<file path="config.mk">
export PLATFORM = sky130hd
export DESIGN_NAME = segment_write_scheduler
export DESIGN_NICKNAME = d
export VERILOG_FILES = /design/src/rtl/segment_write_scheduler.sv
export SDC_FILE = /design/constraint.sdc
export NUM_CORES = 1
export LEC_CHECK = 0
export CORE_AREA = 5 5 535 537
export CTS_CLUSTER_DIAMETER = 100
export DETAILED_ROUTE_END_ITERATION = 10
export DIE_AREA = 0 0 540 542
export DONT_BUFFER_PORTS = 1
export GPL_TIMING_DRIVEN = 0
export PLACE_DENSITY = 0.3
export SLEW_MARGIN = 20
export SYNTH_ARGS = -nofsm -noshare
export SYNTH_HDL_FRONTEND = slang
export SYNTH_SLANG_ARGS = --single-unit
</file>
<file path="constraint.sdc">
create_clock -name clk -period 7 [get_ports clk]
set_input_delay 1.75 -clock clk [delete_from_list [all_inputs] [get_ports clk]]
set_output_delay 1.75 -clock clk [all_outputs]
set_load 0.03 [all_outputs]
</file>
<file path="src/rtl/segment_write_scheduler.sv">
// Write-side sequencer for the segmented DMA loopback: interleaves source
// cache lines round-robin over four segments and tracks write completions.
module segment_write_scheduler #(
    parameter int ADDR_WIDTH = 64,
    parameter int SIZE_WIDTH = 17,
    parameter int DATA_WIDTH = 512
) (
    input  logic                  clk,
    input  logic                  rst,
    input  logic                  go,
    input  logic [ADDR_WIDTH-1:0] wr_addr_s0,
    input  logic [ADDR_WIDTH-1:0] wr_addr_s1,
    input  logic [ADDR_WIDTH-1:0] wr_addr_s2,
    input  logic [ADDR_WIDTH-1:0] wr_addr_s3,
    input  logic [SIZE_WIDTH-1:0] size,
    output logic                  done,
    output logic                  busy,
    input  logic [DATA_WIDTH-1:0] data_in,
    input  logic                  data_in_valid,
    output logic                  data_in_rd_en,
    output logic                  dma_wr_en,
    output logic [ADDR_WIDTH-1:0] dma_wr_addr,
    output logic [DATA_WIDTH-1:0] dma_wr_data,
    input  logic                  dma_wr_full,
    input  logic                  dma_wr_complete
);

    localparam int CW = SIZE_WIDTH + 2;

    typedef enum logic [1:0] {
        IDLE,
        RUN,
        DRAIN,
        DONE
    } state_e;

    state_e                state_q;
    logic [ADDR_WIDTH-1:0] base_q [4];
    logic [SIZE_WIDTH-1:0] size_q;
    logic [SIZE_WIDTH-1:0] line_q;
    logic [1:0]            seg_q;
    logic [CW-1:0]         cnt_q;
    logic [CW-1:0]         cnt_d;
    logic [CW-1:0]         target;
    logic                  done_q;
    logic                  busy_q;
    logic                  fire;
    logic                  last_fire;

    assign target = {size_q, 2'b00};

    always_comb begin
        fire      = (state_q == RUN) && data_in_valid && !dma_wr_full;
        last_fire = fire && (seg_q == 2'd3)
                    && (line_q == size_q - SIZE_WIDTH'(1));
        cnt_d     = cnt_q + CW'(dma_wr_complete);
    end

    assign dma_wr_en     = fire;
    assign data_in_rd_en = fire;
    assign dma_wr_data   = data_in;
    assign dma_wr_addr   = fire
                         ? base_q[seg_q] + ADDR_WIDTH'(line_q)
                         : '0;
    assign done          = done_q;
    assign busy          = busy_q;

    always_ff @(posedge clk or negedge rst) begin
        if (!rst) begin
            state_q <= IDLE;
            for (int i = 0; i < 4; i++) begin
                base_q[i] <= '0;
            end
            size_q  <= '0;
            line_q  <= '0;
            seg_q   <= '0;
            cnt_q   <= '0;
            done_q  <= 1'b0;
            busy_q  <= 1'b0;
        end else begin
            unique case (state_q)
                IDLE, DONE: begin
                    if (go) begin
                        base_q[0] <= wr_addr_s0;
                        base_q[1] <= wr_addr_s1;
                        base_q[2] <= wr_addr_s2;
                        base_q[3] <= wr_addr_s3;
                        size_q    <= size;
                        line_q    <= '0;
                        seg_q     <= '0;
                        cnt_q     <= '0;
                        if (size == '0) begin
                            state_q <= DONE;
                            done_q  <= 1'b1;
                            busy_q  <= 1'b0;
                        end else begin
                            state_q <= RUN;
                            done_q  <= 1'b0;
                            busy_q  <= 1'b1;
                        end
                    end
                end
                RUN: begin
                    cnt_q <= cnt_d;
                    if (fire) begin
                        seg_q <= seg_q + 2'd1;
                        if (seg_q == 2'd3) begin
                            line_q <= line_q + SIZE_WIDTH'(1);
                        end
                    end
                    // Final ack may land in the same cycle as the final issue
                    if (last_fire) begin
                        if (cnt_d == target) begin
                            state_q <= DONE;
                            done_q  <= 1'b1;
                            busy_q  <= 1'b0;
                        end else begin
                            state_q <= DRAIN;
                        end
                    end
                end
                DRAIN: begin
                    cnt_q <= cnt_d;
                    if (cnt_d == target) begin
                        state_q <= DONE;
                        done_q  <= 1'b1;
                        busy_q  <= 1'b0;
                    end
                end
            endcase
        end
    end

endmodule

</file>
==> results of run 1 <==
[flip-flops by register name, indices dropped and copies added (netlist names)]
signal and cells:
base_q 256, busy 1, cnt_q 19, done 1
line_q 17, seg_q 2, size_q 17, state_q 2
[layer usage]
| metal | track usage [%] | up-vias |
|---|---|---|
| li1 | - | 6378 |
| met4 | 2.41 | 234 |
| met2 | 24.4 | 1106 |
| met1 | 13.9 | 8032 |
| met5 | 0 | - |
| met3 | 11.1 | 386 |
[stage by stage]
step	cell area (sq um)	util [%]	total power, mW	setup slack, ns
final	28400	10.1	10.6	0.229
after global routing	28300	10.1	11.2	-0.0286
after CTS	28200	10.0	10.9	0.00896
after detailed placement	25800	9.19	8.10	-3.49
after global placement	25800	9.17	8.06	-4.85
after floorplan	21100	-	6.39	0.179
[worst paths after layout]
| path | start | to | depth (start not counted) |
|---|---|---|---|
| hold / removal | cnt_q[0] | cnt_q[0] | 2 |
| hold reg to reg | cnt_q[0] | cnt_q[0] | 2 |
| setup reg to reg | state_q[1] | state_q[0] | 11 |
| min in group asynchronous | rst | base_q[244] | 0 |
| max in group asynchronous | rst | base_q[123] | 0 |
| setup / recovery | seg_q[0] | dma_wr_addr[23] | 17 |
[cell type report]
type	count	area share, %
antenna	57	0.502
buffer	605	15.7
clock buffer	60	4.49
clock inverter	23	1.15
inverter	18	0.238
multi-input combinational	963	32.9
sequential	315	27.8
tap	3743	16.5
timing repair buffer	20	0.771
[logic make-up after synthesis]
group | Yosys count | share of synthesized area [%]
buffers and inverters | 628 | 20.7
XOR/XNOR | 124 | 5.15
adder cells (fa/ha/maj) | 25 | 1.52
multiplexers | 339 | 21.6
AO/OA/AOI/OAI | 137 | 4.41
flip-flops | 315 | 37.4
AND/OR/NAND/NOR | 338 | 9.23
[placed cells by master (no fill, tap or decap), drive strengths merged, types with 4 or more instances in the layout]
cell | netlist | layout
o31ai | 10 | 10
clkbuf | 63 | 123
a211oi | 7 | 7
a22o | 5 | 5
nor2b | 8 | 8
buf | 547 | 561
nand2b | 12 | 12
nand2 | 58 | 58
nor3 | 24 | 24
clkinvlp | 0 | 4
a31oi | 7 | 7
o21ai | 36 | 36
nor4 | 28 | 28
dfrtp | 315 | 315
or3 | 7 | 7
nor2 | 93 | 93
a21o | 19 | 19
mux4 | 63 | 63
and3 | 9 | 9
bufinv | 0 | 5
xor2 | 37 | 37
nor4b | 10 | 10
nor3b | 8 | 8
mux2 | 274 | 274
clkinv | 0 | 8
ha | 24 | 24
and2 | 6 | 6
xnor2 | 87 | 87
nand4 | 21 | 21
and4 | 4 | 4
nand3 | 34 | 34
a2bb2oi | 4 | 4
a21oi | 20 | 20
diode | 0 | 57
nand3b | 6 | 6
inv | 18 | 24
[where the power goes]
group / internal (mW) / switching (mW) / leakage, nW
Clock: 1.49 / 1.02 / 0.771
Combinational: 2.10 / 2.74 / 5.94
Sequential: 2.67 / 0.549 / 3.78
Total: 6.26 / 4.31 / 10.5
[worst min-delay path, delay by kind of cell, from the launching register on]
kind | cells | cell delay (ns)
AOI/OAI and AO/OA | 1 | 0.06
and+or+nand+nor | 1 | 0.05
DFF | 1 | 0.34
[timing repair]
item / 4_1_cts / 5_1_grt
pin swaps: 9 / 6
gates cloned: 2 / 0
gates resized for setup: 144 / 9
endpoints found under the setup margin: 63 / 21
buffers inserted: 15 / 2
==> impl_metrics.ini, run 1 <==
[worst_hold_path]
hold_path.class = register to register

[sta]
setup_viol = 0
hold-worst-slack_ns = 0.485
tns_ns = 0
fmax_ghz = 0.148
post-route-min-period_ns = 6.77
rsz0062_at_grt = yes
maxSlewHeadroom_pct = 23.5
drv_slew = 0
finClkSkew_ns = 0.0631
tightestPinTransition_ns = 1.15
finalCritPeriodShare_pct = 96.7
finalHoldViolCount = 0

[setup_path]
slowest_delay_ns = 0.47
critical_path_buf_inv_count = 7
cp_common_cell = buf_12
cp_slowest_cell = mux4_2
cp_top_family = buffers and inverters
start_kind = register
path_max_fanout = 10
cp.arrival_ns = 5.02
r2r_slack_ns = 3.20
crit_type = register to output pin
cp.required_ns = 5.25
endpoint_kind = output pin
cp_cell_sequence = buf_12 -> buf_16 -> buf_16 -> buf_12 -> buf_4 -> mux4_2 -> ha_4 -> and3_4 -> a221o_1 -> a31oi_4 -> buf_12 -> o31a_1 -> o31a_4 -> clkbuf_16 -> nor3b_1 -> xnor2_1 -> nor2_4

[synth]
syn_area_per_cell_sq_um = 11.1
syn_nets = 2722
synthFlopType = dfrtp_1
synth_top_area_cell = dfrtp_1
syn_inst = 1906
async_flop_share_pct = 100
yosys_warnings = 0
synth_edf_count = 0
synth.top_cell.area_share_pct = 37.4
post-synth-top-count-cell = buf_4
synth_common_cells = 519 x buf_4, 315 x dfrtp_1, 274 x mux2_2
ys_ff_latch = 315
ys_seq_area_share_pct = 37.4
ys_top_cells_by_area = dfrtp_1 37%, buf_4 18%, mux2_2 15%
post_synth_instance_area_sq_mm = 0.0211
yosys.cell_types.count = 73

[route]
drtPass1Iterations = 5
highest_layer = met5
routed-via-count = 16136
drt-met1-wl_mm = 72.8
drtAntennaViolNets = 0
avgRoutedWirePerCell_um = 37.9
drcViolationCount = 0
wl_met3_mm = 35.6
wirelength_mm = 220
wl_met2_mm = 105
via_per_inst = 2.78
drt-initial-drc-count = 870

[grt]
grt_pass1_vias = 15917
grt_max_degree = 316
gr-usage-all-layers_pct = 14.3
grt-ovfl-total = 0
antenna_found_initial = 294
grt_pass1_wl_mm = 256

[layout]
area_growth_pct = 34.7
stdcell_count = 5804
nFillCells = 32465
drive_gt1_share_pct = 53.4
layout.nets = 2785
seq_area_sq_mm = 0.00789
multi_input_area_sq_mm = 0.00935

[cts]
clk_path_buf_depth = 3
clk_pin_slew_ns = 0.06
clock-sinks = 315
numCtsBuffers = 46
clock-root-buffer = clkbuf_16
clock_latency_ns = 0.64
cts.htree.levels = 2
cts_tree = done
hold_buffers = 0

[floorplanning]
std_cell_rows = 195
start_util_pct = 7.50
core_sq_mm = 0.281
dieHeight_um = 542
die_w_um = 540
io_pins = 1371
die_area_sq_mm = 0.293

[power]
peakVddDrop_mv = 0.214
pwr_density_cell_mw_per_mm2 = 372
p_leak_nw = 10.5

[status]
status = complete, no violations

[placement]
port_buffers = 0
placedCellCount = 5650
hpwlAfterDp_mm = 199
place.gp.congestion = 0.967

[run]
max_cap_violations = 0
(Power assumes the default switching activity.)
==> inputs of run 2 (changes only) <==
--- a/config.mk
+++ b/config.mk
@@ -5,10 +5,10 @@
 export SDC_FILE = /design/constraint.sdc
 export NUM_CORES = 1
 export LEC_CHECK = 0
-export CORE_AREA = 5 5 535 537
+export CORE_AREA = 2 2 532 534
 export CTS_CLUSTER_DIAMETER = 100
 export DETAILED_ROUTE_END_ITERATION = 10
-export DIE_AREA = 0 0 540 542
+export DIE_AREA = 0 0 534 536
 export DONT_BUFFER_PORTS = 1
 export GPL_TIMING_DRIVEN = 0
 export PLACE_DENSITY = 0.3
==> run 2 against run 1 <==
Effect of this change:
- sequential share of layout area shrank 0.53 points
- routed wire length grew 6.5%
- clock power grew 2%
- highest routed layer unchanged
- power increased by 2.5%
- flip-flop and latch count stayed put
- core utilization grew 0.20 points
- clock skew fell by 0.020 ns
- design area up 1.9%
- count of clock-buffer cells in the layout fell by 1
- sequential power is 2% higher
- final cell count up 0.84%
- largest power group unchanged
==> impl_metrics.ini, run 2 (synthesized netlist as in run 1, its figures left out) <==
[setup_path]
ff2ff_path_depth = 11
endpoint_kind = output pin
cp.required_ns = 5.25
crit_start = seg_q[1]
reg2reg_from = state_q[1]
path_max_fanout = 5
cp.arrival_ns = 5.01
start_kind = register
crit_type = register to output pin
r2r_slack_ns = 2.92
worstReg2RegEnd = state_q[0]

[layout]
nFillCells = 32170
seq_area_sq_mm = 0.00789
top_register = base_q
post-route-cell-area_sq_mm = 0.0290
post-route-util_pct = 10.3
area_growth_pct = 37.3
final_cell_mix = 543 x buf_4, 313 x dfrtp_1, 274 x mux2_2
drive_gt1_share_pct = 55.1
largest_reg_flops = 256
largestRegisters = base_q (256), cnt_q (19)
layout.nets = 2803
stdcell_count = 5853
multi_input_area_sq_mm = 0.00954
final_common_cell = buf_4

[worst_hold_path]
hold_path.startpoint = cnt_q[0]
hold_path.class = register to register
whs_endpoint = cnt_q[0]
min_path_cells = 2

[grt]
antenna_found_initial = 326
grt_pass1_wl_mm = 270
grt-ovfl-total = 0
grt_pass1_vias = 16128
grt_max_degree = 316
gr-usage-all-layers_pct = 15.7

[cts]
clk_pin_slew_ns = 0.06
cts.htree.levels = 2
clock-root-buffer = clkbuf_16
clock_latency_ns = 0.63
clock-sinks = 315
numCtsBuffers = 46
hold_buffers = 0
clk_path_buf_depth = 3
cts_tree = done

[sta]
drv_slew = 0
finClkSkew_ns = 0.0430
finalCritPeriodShare_pct = 96.6
post-route-min-period_ns = 6.76
finalHoldViolCount = 0
fmax_ghz = 0.148
rsz0062_at_grt = no
hold-worst-slack_ns = 0.492
tns_ns = 0
setup_viol = 0
maxSlewHeadroom_pct = 25.8
tightestPinTransition_ns = 1.11

[power]
p_leak_nw = 10.8
peakVddDrop_mv = 0.191
pwr_density_cell_mw_per_mm2 = 374

[floorplanning]
die_w_um = 534
start_util_pct = 7.51
io_pins = 1371
dieHeight_um = 536
core_sq_mm = 0.281
std_cell_rows = 195
die_area_sq_mm = 0.286

[route]
drt-initial-drc-count = 1096
via_per_inst = 2.89
drtPass1Iterations = 5
drcViolationCount = 0
avgRoutedWirePerCell_um = 40.0
wirelength_mm = 234
drtAntennaViolNets = 0
routed-via-count = 16926

[placement]
port_buffers = 0
place.gp.congestion = 1.04
placedCellCount = 5652
dpl-instance-area_sq_mm = 0.0259
hpwlAfterDp_mm = 208

[status]
status = complete, no violations

[run]
max_cap_violations = 0
==> run 2: timing repair <==
| action | CTS | global route |
|---|---|---|
| pin swaps | 27 | 7 |
| gates resized for setup | 200 | 5 |
| buffers inserted | 24 | 5 |
| cloned | 6 | 0 |
| endpoints found under the setup margin | 64 | 24 |
==> run 2: how the worst max path moves through the flow <==
stage / end / slack (ns)
global placement: dma_wr_addr[56] / -5.20
finish: dma_wr_addr[19] / 0.24
floorplan: dma_wr_addr[28] / 0.18
global route: dma_wr_addr[56] / 0.04
detailed placement: dma_wr_addr[17] / -3.72
CTS: dma_wr_addr[52] / -0.04
==> run 2: area by class of cell <==
class	count	share of cell area, %
Sequential cell	315	27.2
Inverter	18	0.233
Timing Repair Buffer	37	1.54
Buffer	605	15.5
Clock inverter	25	1.15
Multi-Input combinational cell	964	33.0
Tap cell	3743	16.2
Clock buffer	59	4.42
Antenna cell	87	0.752
==> run 2: worst max-delay path, stage by stage (launching register included) <==
cell	delay (ns)
dfrtp_4	0.58
buf_12	0.18
buf_16	0.14
buf_16	0.15
clkbuf_16	0.17
buf_4	0.14
mux4_2	0.43
ha_4	0.34
and3_4	0.18
a221o_1	0.19
a31oi_4	0.07
o31a_4	0.34
buf_12	0.15
o31a_2	0.38
buf_4	0.16
or3_1	0.34
a21oi_4	0.37
==> run 2: through the flow <==
stage | setup WS, ns | total power [mW]
3_5_place_dp | -3.72 | 8.20
3_3_place_gp | -5.20 | 8.13
2_1_floorplan | 0.179 | 6.39
4_1_cts | -0.0420 | 11.1
6_report | 0.235 | 10.8
5_1_grt | 0.0413 | 11.4
==> run 2: report_power, final <==
part           internal [mW]  switching [mW]  total (mW)
clock network           1.53            1.03        2.56
registers               2.68           0.618        3.29
logic                   2.16            2.83        4.99
==> run 2: per-layer routing <==
metal	part of all wire (%)	GRT usage (%)
met3	15	10.9
met1	33	15.2
met2	50	27.9
met5	0.91	0
met4	1.7	1.57
